## config.mk

```make
export PLATFORM = sky130hd
export DESIGN_NAME = pool_3_buffer_flat
export DESIGN_NICKNAME = d
export VERILOG_FILES = /design/src/rtl/pool_3_buffer_if.sv /design/src/rtl/pool_3_buffer.sv /design/src/flat_wrapper.sv
export SDC_FILE = /design/constraint.sdc
export NUM_CORES = 1
export LEC_CHECK = 0
export CORE_UTILIZATION = 45
export CTS_CLUSTER_DIAMETER = 40
export DETAILED_ROUTE_END_ITERATION = 8
export HOLD_SLACK_MARGIN = 0.1
export PLACE_DENSITY = 0.71
export SKIP_LAST_GASP = 1
export SYNTH_ARGS = -nofsm -noshare
export SYNTH_HDL_FRONTEND = slang
export SYNTH_SLANG_ARGS = --single-unit
```

## constraint.sdc

```tcl
create_clock -name clk -period 3 [get_ports clk]
set_input_delay 0.45 -clock clk [delete_from_list [all_inputs] [get_ports clk]]
set_output_delay 0.45 -clock clk [all_outputs]
set_load 0.05 [all_outputs]
```

## src/rtl/pool_3_buffer_if.sv

```systemverilog
// Handshake/data bundle between the layer-3 pool stage, this buffer and the layer-4 conv stage.
interface pool_3_buffer_if #(
    parameter int DATA_W = 8,
    parameter int ADDR_W = 8
);
    logic              layer_4_begin;
    logic [DATA_W-1:0] d_in;
    logic              relu_3_ready;
    logic              relu_3_complete;
    logic              rd_en;
    logic [ADDR_W-1:0] layer_4_read_addr;
    logic [DATA_W-1:0] d_out;
    logic              layer_4_ready;
    logic              layer_4_write_comp;
    logic              overflow_err;
    logic              short_err;

    modport master (
        output layer_4_begin, d_in, relu_3_ready, relu_3_complete, rd_en, layer_4_read_addr,
        input  d_out, layer_4_ready, layer_4_write_comp, overflow_err, short_err
    );

    modport slave (
        input  layer_4_begin, d_in, relu_3_ready, relu_3_complete, rd_en, layer_4_read_addr,
        output d_out, layer_4_ready, layer_4_write_comp, overflow_err, short_err
    );
endinterface

```

## src/rtl/pool_3_buffer.sv

```systemverilog
// Layer-3 pooled feature-map buffer: raster capture, early/complete ready flags, and a
// registered read-first random read port for layer 4.
//
// state | meaning
// IDLE  | waiting for layer_4_begin, strobes ignored
// FILL  | capturing strobes into the buffer in raster order
// FULL  | map complete (or cut short); strobes flag overflow
module pool_3_buffer #(
    parameter int DATA_W     = 8,
    parameter int FEAT_W     = 12,
    parameter int FEAT_H     = 12,
    parameter int ADDR_W     = 8,
    parameter int READY_ROWS = 3
) (
    input  logic            clk,
    input  logic            rst,
    pool_3_buffer_if.slave  bus
);
    localparam int TOTAL = FEAT_W * FEAT_H;
    localparam logic [ADDR_W:0] TOTAL_A  = (ADDR_W+1)'(TOTAL);
    localparam logic [ADDR_W:0] THRESH_A = (ADDR_W+1)'(READY_ROWS * FEAT_W);
    localparam logic [ADDR_W:0] ONE_A    = (ADDR_W+1)'(1);

    typedef enum logic [1:0] {S_IDLE, S_FILL, S_FULL} state_t;

    state_t            state_q, state_d;
    logic [ADDR_W:0]   wr_addr_q, wr_addr_d;
    logic [DATA_W-1:0] d_out_q, d_out_d;
    logic              ready_q, ready_d;
    logic              comp_q, comp_d;
    logic              ovf_q, ovf_d;
    logic              short_q, short_d;

    logic              wr_en, last_wr, short_evt, ovf_evt;

    logic [DATA_W-1:0] mem_q [TOTAL];

    always_ff @(posedge clk or negedge rst) begin
        if (!rst) state_q <= S_IDLE;
        else      state_q <= state_d;
    end

    always_comb begin
        state_d = state_q;
        if (bus.layer_4_begin) begin
            state_d = S_FILL;
        end else begin
            case (state_q)
                S_IDLE: state_d = S_IDLE;
                S_FILL: if (last_wr || short_evt) state_d = S_FULL;
                S_FULL: if (!bus.relu_3_complete) state_d = S_IDLE;
                default: state_d = S_IDLE;
            endcase
        end
    end

    // begin always wins over a coincident strobe or completion
    always_comb begin
        wr_en     = (state_q == S_FILL) && bus.relu_3_ready && !bus.layer_4_begin;
        last_wr   = wr_en && (wr_addr_q == TOTAL_A - ONE_A);
        short_evt = (state_q == S_FILL) && bus.relu_3_complete && !bus.layer_4_begin && !last_wr;
        ovf_evt   = (state_q == S_FULL) && bus.relu_3_ready && !bus.layer_4_begin;
    end

    always_comb begin
        wr_addr_d = wr_addr_q;
        ready_d   = ready_q;
        comp_d    = comp_q;
        ovf_d     = ovf_q;
        short_d   = short_q;
        if (bus.layer_4_begin) begin
            wr_addr_d = '0;
            ready_d   = 1'b0;
            comp_d    = 1'b0;
            ovf_d     = 1'b0;
            short_d   = 1'b0;
        end else begin
            if (wr_en) wr_addr_d = wr_addr_q + ONE_A;
            if (wr_en && (wr_addr_q + ONE_A >= THRESH_A)) ready_d = 1'b1;
            if (last_wr || short_evt) comp_d = 1'b1;
            if (ovf_evt) ovf_d = 1'b1;
            if (short_evt) short_d = 1'b1;
        end
    end

    // mem_q is sampled before this edge's write lands, giving read-first behaviour
    always_comb begin
        d_out_d = d_out_q;
        if (bus.rd_en) begin
            if ({1'b0, bus.layer_4_read_addr} < TOTAL_A) d_out_d = mem_q[bus.layer_4_read_addr];
            else                                          d_out_d = '0;
        end
    end

    always_ff @(posedge clk or negedge rst) begin
        if (!rst) begin
            wr_addr_q <= '0;
            d_out_q   <= '0;
            ready_q   <= 1'b0;
            comp_q    <= 1'b0;
            ovf_q     <= 1'b0;
            short_q   <= 1'b0;
        end else begin
            wr_addr_q <= wr_addr_d;
            d_out_q   <= d_out_d;
            ready_q   <= ready_d;
            comp_q    <= comp_d;
            ovf_q     <= ovf_d;
            short_q   <= short_d;
        end
    end

    always_ff @(posedge clk) begin
        if (wr_en) mem_q[wr_addr_q[ADDR_W-1:0]] <= bus.d_in;
    end

    assign bus.d_out              = d_out_q;
    assign bus.layer_4_ready      = ready_q;
    assign bus.layer_4_write_comp = comp_q;
    assign bus.overflow_err       = ovf_q;
    assign bus.short_err          = short_q;
endmodule

```

## src/flat_wrapper.sv

```systemverilog
// flat-port wrapper written by rule: the top's interface ports become plain ports
module pool_3_buffer_flat 
#(
    parameter int DATA_W     = 8,
    parameter int FEAT_W     = 12,
    parameter int FEAT_H     = 12,
    parameter int ADDR_W     = 8,
    parameter int READY_ROWS = 3
)
  (clk, rst, bus_layer_4_begin, bus_d_in, bus_relu_3_ready, bus_relu_3_complete, bus_rd_en, bus_layer_4_read_addr, bus_d_out, bus_layer_4_ready, bus_layer_4_write_comp, bus_overflow_err, bus_short_err);
  pool_3_buffer_if #(.DATA_W(DATA_W), .ADDR_W(ADDR_W)) bus_i ();
  input  logic clk;
  input  logic rst;
  input wire logic [$bits(bus_i.layer_4_begin)-1:0] bus_layer_4_begin;
  input wire logic [$bits(bus_i.d_in)-1:0] bus_d_in;
  input wire logic [$bits(bus_i.relu_3_ready)-1:0] bus_relu_3_ready;
  input wire logic [$bits(bus_i.relu_3_complete)-1:0] bus_relu_3_complete;
  input wire logic [$bits(bus_i.rd_en)-1:0] bus_rd_en;
  input wire logic [$bits(bus_i.layer_4_read_addr)-1:0] bus_layer_4_read_addr;
  output wire logic [$bits(bus_i.d_out)-1:0] bus_d_out;
  output wire logic [$bits(bus_i.layer_4_ready)-1:0] bus_layer_4_ready;
  output wire logic [$bits(bus_i.layer_4_write_comp)-1:0] bus_layer_4_write_comp;
  output wire logic [$bits(bus_i.overflow_err)-1:0] bus_overflow_err;
  output wire logic [$bits(bus_i.short_err)-1:0] bus_short_err;
  assign bus_i.layer_4_begin = bus_layer_4_begin;
  assign bus_i.d_in = bus_d_in;
  assign bus_i.relu_3_ready = bus_relu_3_ready;
  assign bus_i.relu_3_complete = bus_relu_3_complete;
  assign bus_i.rd_en = bus_rd_en;
  assign bus_i.layer_4_read_addr = bus_layer_4_read_addr;
  assign bus_d_out = bus_i.d_out;
  assign bus_layer_4_ready = bus_i.layer_4_ready;
  assign bus_layer_4_write_comp = bus_i.layer_4_write_comp;
  assign bus_overflow_err = bus_i.overflow_err;
  assign bus_short_err = bus_i.short_err;
  pool_3_buffer #(.DATA_W(DATA_W), .FEAT_W(FEAT_W), .FEAT_H(FEAT_H), .ADDR_W(ADDR_W), .READY_ROWS(READY_ROWS)) u_core (.clk(clk), .rst(rst), .bus(bus_i));
endmodule
```

==> impl_metrics.toml <==
[routing]
wl_per_cell_um = 28.30
ant_nets = 0
drt_iter0_markers = 3327
dr.pass1.iters = 5
drc = 0
drt-met1-wl_um = 43500
dr.max_layer_used = "met4"
vias = 24338
wl_met3_um = 10560
wl_met2_um = 56160
avgViaCountPerCell = 5.961
wirelength_um = 115500

[pwr]
p_leak_nw = 17.99
p_per_area_nw_per_um2 = 666.5
peakVddDrop_mv = 0.4931

[timing]
rsz0062_at_grt = "false"
setup_viol = 0
hold_violations = 0
relSlewSlack_pct = 25.81
tns_ns = 0
skew_ns = 0.03042
finalCriticalPeriod_ns = 2.773
report.final.slew_viol_count = 0
post-route-period-util_pct = 92.42
whs_ns = 0.2139
fmax_mhz = 360.7
tightestPinTransition_ns = 1.085

[setup_path]
crit_top_cell = "buf_4"
critPathMaxStageDelay_ns = 0.39
worst-path-max-fanout = 8
rr_worst_depth = 8
startpoint_type = "flip-flop"
cp.required_ns = 3.41
r2r-end = "u_core.mem_q[87][0]"
r2r_setup_slack_ns = 0.23
timing.rr.start = "u_core.state_q[1]"
critPathSlowestCell = "dfrtp_1"
cp-end-kind = "flip-flop"
crit_arrival_ns = 3.19
critPathBufInv = 3
path_delay_family = "simple AND/OR/NAND/NOR gates"
worstPathCellList = "nor2b_1 -> nand2_1 -> nor3_1 -> buf_4 -> nand2_1 -> buf_4 -> nor2_1 -> buf_4"
path_class = "reg -> reg"

[min_path]
hold_path.class = "in -> reg"
min_path_cells = 1
worstHoldEndpoint = "u_core.mem_q[123][0]"
min_from = "bus_d_in[0]"

[floorplan]
dieArea_sq_um = 103400
core_sq_um = 100600
fp.dieW_um = 321.5
pin_count = 34
dieHeight_um = 321.5
initial_core_util_pct = 45.67
row_count = 116

[synthesis]
synth_top_cell_by_area = "edfxtp_1"
synth-main-ff-cell = "edfxtp_1"
syn_avg_cell_area_sq_um = 20.42
async_flop_share_pct = 1.957
netlist_area_sq_um = 45940
ys_seq_elements = 1175
synthCells = 2250
ys_seq_area_share_pct = 76.56
synth_fp_nets = 2276
yosys-top-cells-area = "edfxtp_1 (75%), mux4_2 (12%), mux2i_1 (2.7%)"
synth_enable_flop_cells = 1152
yosysWarnings = 0
ys_types = 56
synth_top_area_share_pct = 75.30

[cells_and_area]
diodes = 0
area_growth_pct = 19.12
n_fill_cell = 7375
nNetsFinal = 2643
drive_gt1_share_pct = 30.34

[placement]
port_buffers = 33
gp_congestion = 0.9538
post-dp-hpwl_um = 74440

[run_status]
status = "complete, no violations"

[clock_tree]
clock_path_buffers = 3
cts_tree = "yes"
cts_inserted_buffers = 137
cts.sinks = 1175
path_clk_slew_ns = 0.06
insertion_delay_ns = 0.74
cts.htree.levels = 4
postCtsSetupRepairBufs = 0
ctsRootBufferMaster = "clkbuf_16"

[grt]
grt_max_degree = 103
grt_usage_pct = 22.66
grt_pass1_vias = 24758
overflow = 0
antenna_found_initial = 2
grt_first_pass_wirelength_um = 168400

[job]
cap_violations = 0
-- cell type report --
type | instances | area [sq um] | area share (%)
flip-flops and latches | 1175 | 35170 | 64.27
clock inverters | 98 | 1089 | 1.989
well taps | 1357 | 1698 | 3.103
repair buffers | 350 | 3118 | 5.698
multi-input cells | 942 | 10070 | 18.40
clock buffers | 150 | 3541 | 6.471
inverters | 11 | 41.29 | 0.07545
-- registers in the layout (all words and copies together) (netlist names) --
name,cells
u_core.bus.layer_4_write_comp,1
u_core.wr_addr_q,9
u_core.bus.d_out,8
u_core.bus.layer_4_ready,1
u_core.mem_q,1152
u_core.bus.short_err,1
u_core.state_q,2
u_core.bus.overflow_err,1
-- worst max path at each step --
stage	cells past startpoint	end	start	slack (ns)
after global placement	7	u_core.bus.d_out[5]	bus_layer_4_read_addr[2]	0.04
final	8	u_core.mem_q[87][0]	u_core.state_q[1]	0.23
after floorplan	9	u_core.bus.d_out[7]	bus_layer_4_read_addr[0]	0.64
after CTS	8	u_core.mem_q[87][0]	u_core.state_q[1]	0.29
after global routing	8	u_core.mem_q[87][0]	u_core.state_q[1]	0.17
after detailed placement	8	u_core.bus.d_out[5]	bus_layer_4_read_addr[3]	0.02
-- cells by family (layout without fill, tap and decap cells) --
kind of cell / count (synthesis) / count (layout) / share of synthesized area, %
buf+inv: 133 / 609 / 1.539
compound gates: 191 / 191 / 2.947
simple gates: 346 / 346 / 3.309
flops: 1175 / 1175 / 76.56
fa+ha+maj: 4 / 4 / 0.1090
xor+xnor: 6 / 6 / 0.1144
mux: 395 / 395 / 15.42
-- worst register-to-register path: stages (launching register included) --
cell and delay (ns):
dfrtp_1 0.39, nor2b_1 0.27, nand2_1 0.23, nor3_1 0.23, buf_4 0.15, nand2_1 0.37, buf_4 0.31, nor2_1 0.25
buf_4 0.26
-- placed cells by master (no fill, tap or decap), types with 5 or more instances in the layout --
master           Yosys  final
edfxtp_1          1152   1152
buf_4               24    290
mux4_2             248    248
nor2_1             173    173
clkbuf_16            0    140
mux2i_1            124    124
nand2_1             76     76
a22oi_1             61     61
buf_12               0     33
nand3_1             23     23
mux2_2              23     23
dfrtp_1             23     23
a21oi_1             21     21
clkdlybuf4s50_1      0     21
a31oi_1             19     19
clkinvlp_4           0     18
o21ai_0             16     16
clkinv_1             0     16
nor2b_1             17     15
a211oi_1            15     15
inv_6                0     14
o221ai_1            13     13
clkinv_4             0     13
inv_1               11     11
nand2b_1            11     11
o31ai_1             11     11
bufinv_16            0     11
clkinv_2             0     11
o22ai_1             10     10
clkbuf_1            38     10
nor3_1               9      9
clkinv_8             0      6
nor4_1               5      5
and2_1               5      5
xor2_1               5      5
or3_1                5      5
o211ai_1             5      5
-- synthesized netlist by cell type, types with 3 or more instances --
cell,number
buf_4,24
a31oi_1,19
buf_6,7
and2_1,5
a21oi_1,21
mux4_2,248
nand2b_1,11
a41oi_1,3
or3_1,5
nand3_1,23
mux2_2,23
nor3_1,9
inv_1,11
nor2_1,173
o221ai_1,13
nor4_1,5
a221oi_1,3
nand4_1,4
ha_1,4
and3_1,4
o22ai_1,10
clkbuf_1,38
dfrtp_1,23
nand3b_1,4
o211ai_1,5
a211oi_1,15
o21ai_0,16
a22oi_1,61
mux2i_1,124
a2111oi_0,3
nor2b_1,17
buf_2,52
nand2_1,76
edfxtp_1,1152
xor2_1,5
o31ai_1,11
-- stage by stage --
stage	area [sq um]	util, %	setup slack, ns	instances	power [W]
after detailed placement	50070	49.78	0.02302	3833	0.02022
after floorplan	45940	-	0.6382	2250	0.01932
final	54720	54.41	0.2275	4083	0.03647
after global placement	50070	49.78	0.04339	3833	0.02018
after CTS	54720	54.41	0.2861	4083	0.03667
after global routing	54720	54.41	0.1716	4083	0.03738
-- power by group --
group	switching (W)	leakage [nW]	internal (W)
sequential	0.0000373	10.7	0.0180
combinational	0.00112	5.13	0.000697
clock	0.00687	2.20	0.00971
total	0.00803	18.0	0.0284
-- routing by layer --
metal | vias to the layer above | track usage (%)
li1 | 10034 | -
met1 | 12644 | 29.74
met2 | 1395 | 36.35
met3 | 265 | 4.741
met4 | 0 | 10.65
met5 | - | 0
-- what timing repair did --
item / 4_1_cts / 5_1_grt
resized for setup: 0 / 0
hold buffers: 2 / 0
endpoints found under the hold margin: 16 / 0
setup endpoints to repair: 0 / 0
No activity file was read; power rests on OpenSTA's default activity.
